<file path="config.mk">
export PLATFORM = sky130hd
export DESIGN_NAME = elastic_buffer_flat
export DESIGN_NICKNAME = d
export VERILOG_FILES = /design/src/rtl/util_pkg.sv /design/src/rtl/ready_valid_i.sv /design/src/rtl/elastic_buffer_ctrl.sv /design/src/rtl/elastic_buffer.sv /design/src/flat_wrapper.sv
export SDC_FILE = /design/constraint.sdc
export NUM_CORES = 1
export LEC_CHECK = 0
export CORE_UTILIZATION = 30
export DETAILED_ROUTE_END_ITERATION = 7
export HOLD_SLACK_MARGIN = 0.1
export PLACE_DENSITY = 0.59
export SLEW_MARGIN = 15
export SYNTH_ARGS = -nofsm -noshare
export SYNTH_HDL_FRONTEND = slang
export SYNTH_HIERARCHICAL = 1
export SYNTH_SLANG_ARGS = --single-unit
export TNS_END_PERCENT = 10
</file>
<file path="constraint.sdc">
create_clock -name clk -period 1.7 [get_ports clk]
set_clock_uncertainty 0.1 [all_clocks]
set_input_delay 0.255 -clock clk [delete_from_list [all_inputs] [get_ports clk]]
set_output_delay 0.255 -clock clk [all_outputs]
set_load 0.01 [all_outputs]
</file>
<file path="src/rtl/util_pkg.sv">
// Shared utilities: the elastic buffer minimum depth and the occupancy-counter width helper.
package util_pkg;

    localparam int ELASTIC_BUFFER_MIN_DEPTH = 2;

    // Width of a counter that must hold every value 0..n.
    function automatic int clog2_cnt(input int n);
        return $clog2(n + 1);
    endfunction

endpackage

</file>
<file path="src/rtl/ready_valid_i.sv">
// Generic valid/ready stream interface: m drives valid/data, s drives ready.
// A beat transfers on a rising clk edge where valid && ready; valid never waits on ready.
interface ready_valid_i #(
    parameter type data_t = logic [7:0]
);
    logic  valid;
    logic  ready;
    data_t data;

    modport m (output valid, output data, input ready);
    modport s (input valid, input data, output ready);
endinterface

</file>
<file path="src/rtl/elastic_buffer_ctrl.sv">
// Control for elastic_buffer: pointers, occupancy, registered in_ready/out_valid and flush.
// level/almost_full are built only when ELASTIC_BUFFER_LEVEL_EN is defined.
module elastic_buffer_ctrl
    import util_pkg::*;
#(
    parameter int  DEPTH = 4,
    localparam int PW    = $clog2(DEPTH),
    localparam int CW    = clog2_cnt(DEPTH)
) (
    input  logic          clk,
    input  logic          rst_n,
    input  logic          flush,
    input  logic          in_valid,
    input  logic          out_ready,
    output logic          in_ready,
    output logic          out_valid,
    output logic          push,
    output logic [PW-1:0] wr_ptr,
    output logic [PW-1:0] rd_ptr
`ifdef ELASTIC_BUFFER_LEVEL_EN
    ,
    output logic [CW-1:0] level,
    output logic          almost_full
`endif
);

    localparam logic [CW-1:0] FULL_C = CW'(DEPTH);
    localparam logic [CW-1:0] AF_C   = CW'(DEPTH - 1);

    logic          pop;
    logic [CW-1:0] count;
    logic [CW-1:0] count_next;
    logic          almost_full_q;

    // A flush cycle cancels both handshakes, so nothing is written or consumed.
    assign push       = in_valid && in_ready && !flush;
    assign pop        = out_valid && out_ready && !flush;
    assign count_next = count + CW'(push) - CW'(pop);

    always_ff @(posedge clk) begin
        if (!rst_n || flush) begin
            wr_ptr        <= '0;
            rd_ptr        <= '0;
            count         <= '0;
            in_ready      <= 1'b1;
            out_valid     <= 1'b0;
            almost_full_q <= 1'b0;
        end else begin
            if (push) wr_ptr <= wr_ptr + PW'(1);
            if (pop)  rd_ptr <= rd_ptr + PW'(1);
            count         <= count_next;
            in_ready      <= count_next < FULL_C;
            out_valid     <= count_next != '0;
            almost_full_q <= count_next >= AF_C;
        end
    end

`ifdef ELASTIC_BUFFER_LEVEL_EN
    assign level       = count;
    assign almost_full = almost_full_q;
`else
    logic unused_af;
    assign unused_af = almost_full_q;
`endif

endmodule

</file>
<file path="src/rtl/elastic_buffer.sv">
// DEPTH-entry elastic buffer with fully registered in.ready, out.valid and out.data.
// Define ELASTIC_BUFFER_LEVEL_EN to add the level and almost_full ports.
module elastic_buffer
    import util_pkg::*;
#(
    parameter type data_t = logic [7:0],
    parameter int  DEPTH  = 4
) (
    input  logic    clk,
    input  logic    rst_n,
    input  logic    flush,
    ready_valid_i.s in,
    ready_valid_i.m out
`ifdef ELASTIC_BUFFER_LEVEL_EN
    ,
    output logic [clog2_cnt(DEPTH)-1:0] level,
    output logic                        almost_full
`endif
);

    localparam int PW = $clog2(DEPTH);

    if (DEPTH < ELASTIC_BUFFER_MIN_DEPTH || (DEPTH & (DEPTH - 1)) != 0) begin : g_bad_depth
        $error("elastic_buffer: DEPTH must be a power of two and at least 2");
    end

    data_t         mem [DEPTH];
    logic          push;
    logic          in_ready;
    logic          out_valid;
    logic [PW-1:0] wr_ptr;
    logic [PW-1:0] rd_ptr;

    elastic_buffer_ctrl #(
        .DEPTH (DEPTH)
    ) u_ctrl (
        .clk         (clk),
        .rst_n       (rst_n),
        .flush       (flush),
        .in_valid    (in.valid),
        .out_ready   (out.ready),
        .in_ready    (in_ready),
        .out_valid   (out_valid),
        .push        (push),
        .wr_ptr      (wr_ptr),
        .rd_ptr      (rd_ptr)
`ifdef ELASTIC_BUFFER_LEVEL_EN
        ,
        .level       (level),
        .almost_full (almost_full)
`endif
    );

    // Storage is never reset; out.data is only meaningful while out.valid is high.
    always_ff @(posedge clk) begin
        if (push) mem[wr_ptr] <= in.data;
    end

    assign in.ready  = in_ready;
    assign out.valid = out_valid;
    assign out.data  = mem[rd_ptr];

endmodule
</file>
<file path="src/flat_wrapper.sv">
// flat-port wrapper written by rule: the top's interface ports become plain ports
module elastic_buffer_flat import util_pkg::*;
#(
    parameter type data_t = logic [7:0],
    parameter int  DEPTH  = 4
)
  (clk, rst_n, flush, in_valid, in_data, in_ready, out_valid, out_data, out_ready);
  ready_valid_i #(.data_t(data_t)) in_i ();
  ready_valid_i #(.data_t(data_t)) out_i ();
  input  logic clk;
  input  logic rst_n;
  input  logic flush;
  input wire logic [$bits(in_i.valid)-1:0] in_valid;
  input wire logic [$bits(in_i.data)-1:0] in_data;
  output wire logic [$bits(in_i.ready)-1:0] in_ready;
  output wire logic [$bits(out_i.valid)-1:0] out_valid;
  output wire logic [$bits(out_i.data)-1:0] out_data;
  input wire logic [$bits(out_i.ready)-1:0] out_ready;
  assign in_i.valid = in_valid;
  assign in_i.data = in_data;
  assign in_ready = in_i.ready;
  assign out_valid = out_i.valid;
  assign out_data = out_i.data;
  assign out_i.ready = out_ready;
  elastic_buffer #(.data_t(data_t), .DEPTH(DEPTH)) u_core (.clk(clk), .rst_n(rst_n), .flush(flush), .in(in_i), .out(out_i));
endmodule
</file>
==> impl_metrics.ini <==
[power]
power_density_nw_per_um2 = 945
leakage_uw = 0.000752
vdd.ir_drop.worst_mv = 0.337

[run_status]
violations = setup timing
run_status = finished, violations left

[clock_tree]
cts_made_buffers = 5
root_buffer = clkbuf_8
clk_latency_ns = 0.29
postCtsHoldBufs = 0
cts_htree_levels = 2
clk_pin_slew_ns = 0.07
cts_sinks = 41
clk_path_buf_depth = 2
cts_tree = yes

[final_layout]
drive_above_1_share = 0.349
fin_area_um2 = 2110
fillCellCount = 428
final_nets = 141
syn_to_final_growth_pct = 35.6
antenna_cells = 0

[placement]
io_buffers = 22
hpwl_um = 1840
dpl-instance-area_um2 = 2000
finalWeightedCongestion = 0.730
dpl_worst_slack_ns = -0.623

[synth]
seq_area_frac_synth = 0.732
ys_ff_latch = 41
postSynthCellCount = 85
synth_area_leaders = edfxtp_1, dfxtp_1, mux4_2
yosysTopAreaCell = edfxtp_1
netlist.area_leader.share = 0.616
synth.avg_cell_area_um2 = 18.3
yosysWarnings = 6
synth_cell_types = 21
synth_area_um2 = 1560
postSynthNetCount = 101

[setup_path]
startpoint_type = flip-flop
crit_top_cell = ha_1
arrival_ns = 1.96
slowest_delay_ns = 0.35
ff2ff_setup_slack_ns = -0.18
r2r-start = u_core/u_ctrl/out_valid
worstReg2RegEnd = u_core/u_ctrl/in_ready
crit_start = u_core/u_ctrl/out_valid
path_cells = nand2_2 > nor2_2 > ha_1 > inv_1 > ha_1 > inv_2 > fa_2 > xnor2_2 > or2_1
cp-endpoint = u_core/u_ctrl/in_ready
reg2reg_depth = 9
critPathKind = flip-flop to flip-flop
cp_data_required_time_ns = 1.78
worstPathMaxFanout = 3
crit_path_top_delay_cell = fa_2
end_kind = flip-flop

[route]
drt_iter0_markers = 34
drt_pass1_iterations = 2
drtAntennaViolNets = 0
wire_per_inst_um = 13.4
drt_wl_total_um = 2590
vias = 823
drc = 0
vias_per_cell = 4.26

[sta]
tightest_slew_ns = 0.346
setup_viol = 12
period_share = 1.10
drv_slew = 0
layout_min_cycle_time_ns = 1.88
fin_ws_ns = -0.177
finalHoldViolCount = 0
rsz0062_at_grt = true
max_freq_mhz = 533
relSlewSlack = 0.770

[die]
rows = 25
dieArea_um2 = 5490
start_util = 0.322
fp.dieW_um = 74.1
die_h_um = 74.1
core_area_um2 = 4850
ios = 23

[global_route]
antenna_found_initial = 0
grt_pass1_wl_um = 4260
grt_pass1_vias = 900
grt_usage = 0.111
overflow = 0
grt_max_degree = 14

[worst_hold_path]
hold_path_depth = 4
min_from = out_ready
hold_path_class = primary input to flip-flop

[run]
cap_violations = 0
power breakdown:
part / switching, µW / internal, µW / leakage [µW]
Combinational: 56.2 / 78.9 / 0.000336
Clock: 325 / 432 / 0.0000518
Sequential: 7.37 / 1100 / 0.000364
worst max-delay path, delay by kind of cell (launching register included):
family,cells,cell delay (ns)
simple gates,3,0.31
fa+ha+maj,3,0.77
xor+xnor,1,0.16
buf+inv,2,0.10
flops,1,0.33
kinds of logic after synthesis:
family | count (synthesis) | synth area share
compound gates | 1 | 0.00402
xor+xnor | 6 | 0.0337
fa+ha+maj | 3 | 0.0289
buf+inv | 8 | 0.0249
flops | 41 | 0.732
mux | 8 | 0.116
simple gates | 18 | 0.0610
final cells by class:
cell class,instances,area [µm²],area share
sequential,41,1140,0.541
timing repair buffer,36,364,0.172
multi-input combinational,36,394,0.186
inverter,5,18.8,0.00888
clock inverter,3,41.3,0.0195
tap,67,83.8,0.0396
clock buffer,5,68.8,0.0325
Yosys cell counts, drive strengths merged:
| library cell | n |
|---|---|
| nor3b | 1 |
| and3 | 1 |
| buf | 1 |
| inv | 5 |
| xor2 | 5 |
| a31oi | 1 |
| nand3 | 2 |
| ha | 2 |
| edfxtp | 32 |
| or2 | 1 |
| nand3b | 1 |
| xnor2 | 1 |
| nor2 | 8 |
| mux4 | 8 |
| and3b | 2 |
| clkbuf | 2 |
| nand2b | 1 |
| dfxtp | 9 |
| nand2 | 1 |
| fa | 1 |
worst min-delay path by stage:
stage | end | slack [ns]
after floorplan | u_core/mem[0][0] | 0.25
after global placement | u_core/u_ctrl/wr_ptr[1] | 0.44
after detailed placement | u_core/u_ctrl/wr_ptr[1] | 0.46
after CTS | u_core/u_ctrl/rd_ptr[1] | 0.40
after global routing | u_core/u_ctrl/rd_ptr[1] | 0.45
final | u_core/u_ctrl/rd_ptr[1] | 0.40
flip-flops by register name (all words and copies together) (netlist names):
register and flops:
u_core/u_ctrl/out_valid 1, u_core/u_ctrl/in_ready 1, u_core/u_ctrl/count 3, u_core/u_ctrl/rd_ptr 2, u_core/mem 32, u_core/u_ctrl/wr_ptr 2
routing by layer:
metal,wire (µm),GRT usage,vias up
met1,1120,0.120,400
met3,168,0.0474,5
met2,1270,0.194,21
met4,39,0.0385,0
li1,-,-,397
met5,0,0,-
through the flow:
step	hold WS (ns)	power, µW	instances	util	setup TNS [ns]
2_1_floorplan	0.254	1180	85	-	-0.876
3_3_place_gp	0.437	1260	185	0.413	-12.05
3_5_place_dp	0.461	1270	185	0.413	-12.24
4_1_cts	0.398	2010	193	0.432	-1.37
5_1_grt	0.446	2080	193	0.436	-1.88
6_report	0.397	2000	193	0.436	-1.01
placed cells by master (no fill, tap or decap), types with 2 or more instances in the layout:
master           instances
edfxtp_1                32
clkdlybuf4s50_1         12
buf_4                   10
mux4_2                   8
nor2_1                   7
dfxtp_1                  7
clkbuf_8                 5
buf_6                    5
xor2_1                   5
buf_12                   4
inv_1                    4
buf_2                    3
dlygate4sd2_1            2
and3b_1                  2
nand3_1                  2
ha_1                     2
dfxtp_2                  2
what timing repair did:
item	4_1_cts	5_1_grt
resized for setup	38	5
setup endpoints to repair	20	12
setup buffers	0	0
pin swaps	1	1
cloned	0	0
No activity file was read; power rests on OpenSTA's default activity.
